## src/rtl/fifo_param_pkg.sv

```systemverilog
// Shared definitions for the parametrised switch/bridge port buffer.
// DATA_WIDTH mirrors the project-wide datapath width.
package fifo_param_pkg;

  localparam int DATA_WIDTH = 32;

  // Occupancy field width for a buffer of the given depth (0..depth).
  function automatic int count_width(input int depth);
    return $clog2(depth + 1);
  endfunction

endpackage

```

## src/rtl/fifo_param_if.sv

```systemverilog
// Port bundle for fifo_param: enq/deq handshake, flush, and status outputs.
// enq is refused only when busy; deq is honoured only when valid; both are same-cycle combinational.
interface fifo_param_if
  import fifo_param_pkg::*;
#(
  parameter int WIDTH = DATA_WIDTH + 1,
  parameter int DEPTH = 4
) ();

  localparam int CW = count_width(DEPTH);

  logic [WIDTH-1:0] d_in;
  logic             enq;
  logic             deq;
  logic             flush;
  logic [WIDTH-1:0] d_out;
  logic             valid;
  logic             busy;
  logic             c_out;
  logic [CW-1:0]    count;
  logic             ovf;
  logic             udf;

  modport master (
    output d_in, enq, deq, flush,
    input  d_out, valid, busy, c_out, count, ovf, udf
  );

  modport slave (
    input  d_in, enq, deq, flush,
    output d_out, valid, busy, c_out, count, ovf, udf
  );

endinterface

```

## src/rtl/fifo_param_ptr.sv

```systemverilog
// Wrapping pointer 0..DEPTH-1 for the circular buffer; clr returns it to slot 0.
module fifo_ptr #(
  parameter int DEPTH = 4
) (
  input  logic                     clk,
  input  logic                     rst_n,
  input  logic                     clr,
  input  logic                     inc,
  output logic [$clog2(DEPTH)-1:0] ptr
);

  localparam int PW = $clog2(DEPTH);
  localparam logic [PW-1:0] LAST = PW'(DEPTH - 1);

  logic [PW-1:0] ptr_q, ptr_d;

  // Explicit wrap so non-power-of-two depths work.
  always_comb begin
    ptr_d = ptr_q;
    if (clr) begin
      ptr_d = '0;
    end else if (inc) begin
      ptr_d = (ptr_q == LAST) ? '0 : ptr_q + PW'(1);
    end
  end

  always_ff @(posedge clk) begin
    if (!rst_n) begin
      ptr_q <= '0;
    end else begin
      ptr_q <= ptr_d;
    end
  end

  assign ptr = ptr_q;

endmodule

```

## src/rtl/fifo_param.sv

```systemverilog
// Single-clock FIFO with first-word bypass, overflow guard, credit output,
// synchronous flush, occupancy output and sticky overflow/underflow flags.
module fifo_param
  import fifo_param_pkg::*;
#(
  parameter int WIDTH        = DATA_WIDTH + 1,
  parameter int DEPTH        = 4,
  parameter int CREDIT_SLACK = 1,
  parameter int BYPASS       = 1,
  parameter int ID           = 0
) (
  input  logic         clk,
  input  logic         rst_n,
  fifo_param_if.slave  io
);

  localparam int CW = count_width(DEPTH);
  localparam int PW = $clog2(DEPTH);
  localparam logic BYP_EN = (BYPASS != 0);

  logic [WIDTH-1:0] mem_q [DEPTH];
  logic [CW-1:0]    count_q, count_d;
  logic             ovf_q, ovf_d;
  logic             udf_q, udf_d;
  logic [PW-1:0]    rp, wp;

  logic empty, full, byp, wr, rd;

  always_comb begin
    empty = (count_q == '0);
    full  = (count_q == CW'(DEPTH));
    byp   = BYP_EN & empty & io.enq & io.deq;
    wr    = io.enq & ~io.busy & ~byp;
    rd    = io.deq & ~empty;
  end

  assign io.valid = io.deq & (~empty | byp);
  assign io.busy  = io.enq & full & ~io.deq;
  assign io.d_out = byp ? io.d_in : (empty ? '0 : mem_q[rp]);
  assign io.count = count_q;
  assign io.c_out = (32'(count_q) + 32'(CREDIT_SLACK)) < 32'(DEPTH);
  assign io.ovf   = ovf_q;
  assign io.udf   = udf_q;

  fifo_ptr #(.DEPTH(DEPTH)) u_rp (
    .clk   (clk),
    .rst_n (rst_n),
    .clr   (io.flush),
    .inc   (rd),
    .ptr   (rp)
  );

  fifo_ptr #(.DEPTH(DEPTH)) u_wp (
    .clk   (clk),
    .rst_n (rst_n),
    .clr   (io.flush),
    .inc   (wr),
    .ptr   (wp)
  );

  // A flush cycle swallows that cycle's enq/deq, including their error flags.
  always_comb begin
    count_d = count_q;
    ovf_d   = ovf_q;
    udf_d   = udf_q;
    if (io.flush) begin
      count_d = '0;
    end else begin
      if (wr && !rd) begin
        count_d = count_q + CW'(1);
      end else if (rd && !wr) begin
        count_d = count_q - CW'(1);
      end
      if (io.busy) begin
        ovf_d = 1'b1;
      end
      if (io.deq && empty && !byp) begin
        udf_d = 1'b1;
      end
    end
  end

  always_ff @(posedge clk) begin
    if (!rst_n) begin
      count_q <= '0;
      ovf_q   <= 1'b0;
      udf_q   <= 1'b0;
    end else begin
      count_q <= count_d;
      ovf_q   <= ovf_d;
      udf_q   <= udf_d;
    end
  end

  // Storage is deliberately unreset; count gates what is visible.
  always_ff @(posedge clk) begin
    if (rst_n && !io.flush && wr) begin
      mem_q[wp] <= io.d_in;
    end
  end

endmodule

```

## src/flat_wrapper.sv

```systemverilog
// flat-port wrapper written by rule: the top's interface ports become plain ports
module fifo_param_flat import fifo_param_pkg::*;
#(
  parameter int WIDTH        = DATA_WIDTH + 1,
  parameter int DEPTH        = 4,
  parameter int CREDIT_SLACK = 1,
  parameter int BYPASS       = 1,
  parameter int ID           = 0
)
  (clk, rst_n, io_d_in, io_enq, io_deq, io_flush, io_d_out, io_valid, io_busy, io_c_out, io_count, io_ovf, io_udf);
  fifo_param_if #(.WIDTH(WIDTH), .DEPTH(DEPTH)) io_i ();
  input  logic clk;
  input  logic rst_n;
  input wire logic [$bits(io_i.d_in)-1:0] io_d_in;
  input wire logic [$bits(io_i.enq)-1:0] io_enq;
  input wire logic [$bits(io_i.deq)-1:0] io_deq;
  input wire logic [$bits(io_i.flush)-1:0] io_flush;
  output wire logic [$bits(io_i.d_out)-1:0] io_d_out;
  output wire logic [$bits(io_i.valid)-1:0] io_valid;
  output wire logic [$bits(io_i.busy)-1:0] io_busy;
  output wire logic [$bits(io_i.c_out)-1:0] io_c_out;
  output wire logic [$bits(io_i.count)-1:0] io_count;
  output wire logic [$bits(io_i.ovf)-1:0] io_ovf;
  output wire logic [$bits(io_i.udf)-1:0] io_udf;
  assign io_i.d_in = io_d_in;
  assign io_i.enq = io_enq;
  assign io_i.deq = io_deq;
  assign io_i.flush = io_flush;
  assign io_d_out = io_i.d_out;
  assign io_valid = io_i.valid;
  assign io_busy = io_i.busy;
  assign io_c_out = io_i.c_out;
  assign io_count = io_i.count;
  assign io_ovf = io_i.ovf;
  assign io_udf = io_i.udf;
  fifo_param #(.WIDTH(WIDTH), .DEPTH(DEPTH), .CREDIT_SLACK(CREDIT_SLACK), .BYPASS(BYPASS), .ID(ID)) u_core (.clk(clk), .rst_n(rst_n), .io(io_i));
endmodule
```

## config.mk

```make
export PLATFORM = sky130hd
export DESIGN_NAME = fifo_param_flat
export DESIGN_NICKNAME = d
export VERILOG_FILES = /design/src/rtl/fifo_param_pkg.sv /design/src/rtl/fifo_param_if.sv /design/src/rtl/fifo_param_ptr.sv /design/src/rtl/fifo_param.sv /design/src/flat_wrapper.sv
export SDC_FILE = /design/constraint.sdc
export NUM_CORES = 1
export LEC_CHECK = 0
export BUFFER_PORTS_ARGS = -buffer_cell sky130_fd_sc_hd__buf_2
export CAP_MARGIN = 20
export CORE_MARGIN = 5
export CORE_UTILIZATION = 55
export CTS_CLUSTER_SIZE = 20
export DETAILED_ROUTE_END_ITERATION = 10
export GPL_TIMING_DRIVEN = 1
export PLACE_DENSITY = 0.81
export SYNTH_ARGS = -nofsm -noshare
export SYNTH_HDL_FRONTEND = slang
export SYNTH_SLANG_ARGS = --single-unit
```

## constraint.sdc

```tcl
create_clock -name clk -period 2.58 [get_ports clk]
set_input_delay 0.258 -clock clk [delete_from_list [all_inputs] [get_ports clk]]
set_output_delay 0.258 -clock clk [all_outputs]
set_load 0.02 [all_outputs]
```

==> results of run 1 <==
==> kinds of logic after synthesis <==
logic type | Yosys count | synth area share (%)
xor+xnor | 3 | 0.448
simple gates | 25 | 2.73
flops | 143 | 71.3
fa+ha+maj | 7 | 1.62
mux | 35 | 13.5
compound gates | 45 | 6.99
buf+inv | 21 | 3.37
==> sequential cells by signal (all words and copies together) (netlist names), named ones only <==
name and count:
u_core.mem_q 132, u_core.io.udf 1, u_core.u_rp.ptr 2, u_core.io.count 3
u_core.io.ovf 1, u_core.u_wp.ptr 2
==> what timing repair did <==
action | 4_1_cts | 5_1_grt
endpoints found under the setup margin | 0 | 33
resized for setup | 0 | 6
buffers inserted | 0 | 1
hold buffers | 34 | 0
endpoints found under the hold margin | 134 | 0
==> per-stage QoR <==
| step | power [uW] | std cells | hold WS [ns] | cell area (sq um) |
|---|---|---|---|---|
| after CTS | 5910 | 556 | 0.0514 | 7320 |
| final | 5890 | 558 | 0.0777 | 7390 |
| after floorplan | 3240 | 279 | 0.357 | 5870 |
| after global routing | 6120 | 558 | 0.0875 | 7390 |
| after detailed placement | 3490 | 490 | 0.452 | 6400 |
| after global placement | 3460 | 490 | 0.448 | 6400 |
==> report_power, final <==
part / switching (uW) / internal [uW]
registers: 30.4 / 2570
logic: 502 / 401
clock network: 917 / 1470
==> cell usage in the layout, fill, tap and decap left out, types with 2 or more instances in the layout <==
cell type / count
a21oi_1: 4
a22o_2: 32
and3_2: 4
buf_12: 4
buf_2: 78
buf_4: 10
buf_8: 2
bufinv_16: 3
clkbuf_16: 17
clkinv_1: 3
clkinv_2: 2
clkinv_4: 2
clkinvlp_4: 3
dfxtp_1: 7
dfxtp_2: 4
dlygate4sd3_1: 34
edfxtp_1: 132
ha_1: 6
inv_1: 3
inv_6: 2
mux4_1: 8
mux4_2: 25
nand2_1: 3
nand3_1: 2
nor2_1: 4
nor4b_1: 2
o21a_1: 3
or3_1: 3
xor2_1: 2
==> per-layer routing <==
layer	global-route usage (%)	routed length (um)	up-vias
met3	5.94	769	11
met5	0	0	-
met2	32.1	5860	127
met4	6.73	128	0
met1	24.3	4820	1645
li1	-	-	1442
==> layout make-up <==
type,count,area share [%]
sequential,143,56.7
multi-input combinational,115,20.2
timing repair buffer,129,12.7
clock buffer,17,5.61
tap,136,2.30
clock inverter,15,2.29
inverter,3,0.152
==> synthesized netlist by cell type (3+ instances only) <==
library cell    n
edfxtp_1      132
buf_6           9
ha_1            6
dfxtp_1        11
clkbuf_8        5
o21a_1          3
mux4_1          8
a21oi_1         4
nor2_1          4
inv_1           3
nand2_1         3
mux4_2         25
or3_1           3
clkbuf_1        3
and3_1          4
a22o_2         32
==> worst max-delay path: cells and delay by family, from the launching register on <==
family	cells	cell delay (ns)
AOI/OAI and AO/OA	1	0.17
and+or+nand+nor	2	0.68
buffers and inverters	3	0.47
DFF	1	0.37
==> worst min-delay path by stage <==
stage,from,endpoint
2_1_floorplan,io_d_in[0],u_core.mem_q[0][0]
3_3_place_gp,u_core.io.udf,u_core.io.udf
3_5_place_dp,u_core.io.ovf,u_core.io.ovf
4_1_cts,io_deq,flop
5_1_grt,io_deq,flop
6_report,io_deq,flop
==> results.toml, run 1 <==
[timing]
drv_slew = 0
fin_crit_ns = 2.48
rsz0062_at_grt = "false"
worst_slew_pin_slew_ns = 0.450
setup_violations = 0
slew_headroom_pct = 69.7
max_freq_ghz = 0.403
post-route-period-util_pct = 96.2
layout_setup_ws_ns = 0.0974
finalClockSkew_ns = 0.0113
hold_viol_final = 0
finalSetupTns_ns = 0

[synthesis]
synth_top_area_cell = "edfxtp_1"
syn_nets = 324
syn_inst = 279
netlist-cell-type-count = 37
ys.flop_type = "edfxtp_1"
synth_top_area_share_pct = 67.5
avgSynthCellArea_sq_um = 21.0
ys_ff_latch = 143
seq_area_frac_synth_pct = 71.3
synthTopCellsByArea = "edfxtp_1 (68%), mux4_2 (9.6%), a22o_2 (5.5%)"
ys_warn_count = 0
synthArstFlopShare_pct = 0
syn-cell-area_sq_um = 5870
synth_edf_count = 132

[worst_setup_path]
setup.worst_path.end = "io_d_out[1]"
arrival_ns = 2.22
r2r-end = "u_core.io.count[2]"
setup.worst_path.start = "u_core.io.count[1]"
cp_data_required_time_ns = 2.32
end_kind = "primary output"
slowest_delay_ns = 0.44
cp_cell_sequence = "or3b_4 -> nor3b_4 -> buf_12 -> buf_8 -> a22o_2 -> buf_2"
r2r_cells = 8
rr_startpoint = "u_core.io.count[2]"
start_kind = "flop"
crit_fanout = 17
slowest_stage = "or3b_4"
r2r_setup_slack_ns = 0.29
critical_path_class = "flop to primary output"

[floorplanning]
initial_core_util_pct = 56.6
core_area_sq_um = 10400
rows = 37
dieHeight_um = 113
fp.dieArea_sq_um = 12800
pin_count = 79
die_x_um = 113

[placed_design]
port_buffers = 78
routabilityCongestion = 0.784
post-place-ws_ns = 0.297
place_hpwl_um = 7020

[cts]
cts_made_buffers = 17
ctsRootBufferMaster = "clkbuf_8"
htreeDepth = 4
clk_pin_slew_ns = 0.06
cts_tree = "built"
insertion_delay_ns = 0.53
numClockSinks = 143
clockBufferDepth = 2

[grt]
grt_pass1_vias = 3432
antenna_found_initial = 0
gr-usage-all-layers_pct = 19.3
grt_pass1_wl_um = 18500
grt_max_degree = 23
overflow = 0

[detailed_routing]
dr_total_vias = 3225
drt-total-wl_um = 11600
wl_per_cell_um = 20.7
drc_errors = 0
viasPerCell = 5.78
drt-pass1-iter-count = 4
ant_nets = 0
drt-initial-drc-count = 158

[final_layout]
seq_area_sq_um = 4190
multiInputGateArea_sq_um = 1490
fillers = 651
antenna_cells = 0
final_core_util_pct = 71.2
drive_above_1_share_pct = 46.0
fin_nets = 454
syn_to_final_growth_pct = 25.9

[min_path]
min_path_type = "primary input to flop"
whs_path_depth = 3

[pwr]
p_per_area_nw_per_um2 = 797
leakagePower_uw = 0.00265
vdd_drop_max_v = 0.000619

[run_status]
outcome = "finished, final reports clean"

[run]
max-cap-violations = 0
Power figures use the tool's default switching activity.
==> inputs of run 2 (changes only) <==
--- a/config.mk
+++ b/config.mk
@@ -5,6 +5,7 @@
 export SDC_FILE = /design/constraint.sdc
 export NUM_CORES = 1
 export LEC_CHECK = 0
+export ABC_CLOCK_PERIOD_IN_PS = 2580
 export BUFFER_PORTS_ARGS = -buffer_cell sky130_fd_sc_hd__buf_2
 export CAP_MARGIN = 20
 export CORE_MARGIN = 5
@@ -12,7 +13,7 @@
 export CTS_CLUSTER_SIZE = 20
 export DETAILED_ROUTE_END_ITERATION = 10
 export GPL_TIMING_DRIVEN = 1
-export PLACE_DENSITY = 0.81
+export PLACE_DENSITY = 0.87
 export SYNTH_ARGS = -nofsm -noshare
 export SYNTH_HDL_FRONTEND = slang
 export SYNTH_SLANG_ARGS = --single-unit
==> run 2 against run 1 <==
Net effect: fmax decreased by 0.32%; clock power increased by 3%; wire length grew 3.5%; largest cell class unchanged; global-route usage rose by 0.74 points; non-clock buffer count fell by 5; core utilization fell by 0.49 points; clock skew decreased by 0.0055 ns; final area decreased by 0.69%.
==> results.toml, run 2 (synthesis results as in run 1) <==
[detailed_routing]
drt-initial-drc-count = 224
drt-pass1-iter-count = 5
wl_per_cell_um = 21.7
drc_errors = 0
drt-total-wl_um = 12000
ant_nets = 0
dr_total_vias = 3209
viasPerCell = 5.81

[cts]
cts_tree = "built"
cts_made_buffers = 17
ctsRootBufferMaster = "clkbuf_8"
clockBufferDepth = 2
insertion_delay_ns = 0.52
numClockSinks = 143
htreeDepth = 4
clk_pin_slew_ns = 0.06

[pwr]
p_seq_share_pct = 43.9
switching_power_uw = 1410
finalPower_uw = 5920
p_sw_share_pct = 23.9
pwr-share-comb_pct = 14.9
intPower_uw = 4510
clkPwrFrac_pct = 41.2
p_per_area_nw_per_um2 = 807
vdd_drop_max_v = 0.000651
leakagePower_uw = 0.00262

[placed_design]
port_buffers = 78
routabilityCongestion = 0.744
place_hpwl_um = 7090
placed_area_sq_um = 6390

[timing]
fin_crit_ns = 2.49
drv_slew = 0
hold_slack_ns = 0.0944
post-route-period-util_pct = 96.5
slew_headroom_pct = 66.3
worst_slew_pin_slew_ns = 0.506
finalClockSkew_ns = 0.00578
max_freq_ghz = 0.402
finalSetupTns_ns = 0
hold_viol_final = 0
setup_violations = 0

[grt]
grt_max_degree = 34
antenna_found_initial = 0
grt_pass1_vias = 3414
gr-usage-all-layers_pct = 20.1
grt_pass1_wl_um = 19200
overflow = 0

[floorplanning]
core_area_sq_um = 10400
initial_core_util_pct = 56.6
die_x_um = 113
rows = 37
pin_count = 79
fp.dieArea_sq_um = 12800
dieHeight_um = 113

[worst_setup_path]
slowest_delay_ns = 0.45
end_kind = "primary output"
slowest_stage = "or3b_4"
critical_path_class = "flop to primary output"
arrival_ns = 2.23
crit_fanout = 16
rr_startpoint = "u_core.io.count[1]"
cp_data_required_time_ns = 2.32
r2r_setup_slack_ns = 0.22
r2r-end = "u_core.io.count[2]"
r2r_cells = 7
cp_cell_sequence = "or3b_4 -> nor3b_4 -> buf_6 -> a22o_2 -> buf_2"
start_kind = "flop"

[min_path]
min_path_type = "primary input to flop"
whs_path_depth = 3
min-delay-start = "io_enq"
worstHoldEndpoint = "u_core.u_wp.ptr[1]"

[final_layout]
drive_above_1_share_pct = 44.2
mostFrequentLayoutCell = "edfxtp_1"
final_core_util_pct = 70.7
antenna_cells = 0
largest_register_ffs = 132
final_cell_area_sq_um = 7330
final_cell_mix = "edfxtp_1 (132), buf_2 (78), dlygate4sd3_1 (34)"
top_register = "u_core.mem_q"
syn_to_final_growth_pct = 25.0
fin_nets = 449

[run_status]
outcome = "finished, final reports clean"

[run]
max-cap-violations = 0
==> run 2: cell count changes in the layout (fill, tap and decap cells not counted), moves of 2 or more <==
cell,delta
dfxtp_2,-3
inv_6,-2
dfxtp_1,+2
buf_4,-4
clkbuf_1,+2
==> run 2: worst max-delay path by stage <==
stage / slack, ns / end / startpoint / cells past startpoint
2_1_floorplan: 0.38 / u_core.mem_q[0][0] / u_core.io.count[2] / 4
3_3_place_gp: 0.43 / u_core.io.count[2] / u_core.io.count[2] / 8
3_5_place_dp: 0.27 / u_core.io.count[2] / u_core.io.count[1] / 7
4_1_cts: 0.02 / io_d_out[14] / u_core.io.count[1] / 5
5_1_grt: -0.003 / io_d_out[31] / u_core.io.count[1] / 5
6_report: 0.09 / io_d_out[32] / u_core.io.count[1] / 5
==> run 2: per-layer routing <==
metal	up-vias	wire length [um]	track usage [%]
li1	1432	-	-
met1	1632	4960	26.9
met2	127	5980	31.7
met3	18	829	5.40
met4	0	211	7.77
met5	-	0	0
==> run 2: stage by stage <==
stage,setup WS [ns],cells
after detailed placement,0.268,487
after global placement,0.432,487
after floorplan,0.383,279
after global routing,-0.00278,552
final,0.0894,552
after CTS,0.0249,552
==> run 2: power by group through the flow <==
| stage | Clock (uW) | Combinational, uW | Sequential (uW) |
|---|---|---|---|
| after floorplan | 0 | 598 | 2650 |
| after global placement | 0 | 818 | 2650 |
| after detailed placement | 0 | 838 | 2650 |
| after CTS | 2480 | 883 | 2600 |
| after global routing | 2610 | 942 | 2610 |
| final | 2440 | 882 | 2600 |
==> run 2: cell type report <==
cell class	instances	area (sq um)
clock buffer	19	422
timing repair buffer	124	882
sequential	143	4190
multi-input combinational	115	1490
inverter	3	11.3
fill	623	3040
tap	136	170
clock inverter	12	169
==> run 2: worst max-delay path, delay by kind of cell (launching register included) <==
family	cells	cell delay (ns)
simple gates	2	0.74
flops	1	0.39
compound gates	1	0.18
buf+inv	2	0.39
==> run 2: repair_timing <==
item / 4_1_cts / 5_1_grt
endpoints found under the hold margin: 134 / 0
hold buffers: 34 / 0
setup endpoints to repair: 11 / 14
resized for setup: 1 / 3
buffers inserted: 0 / 0
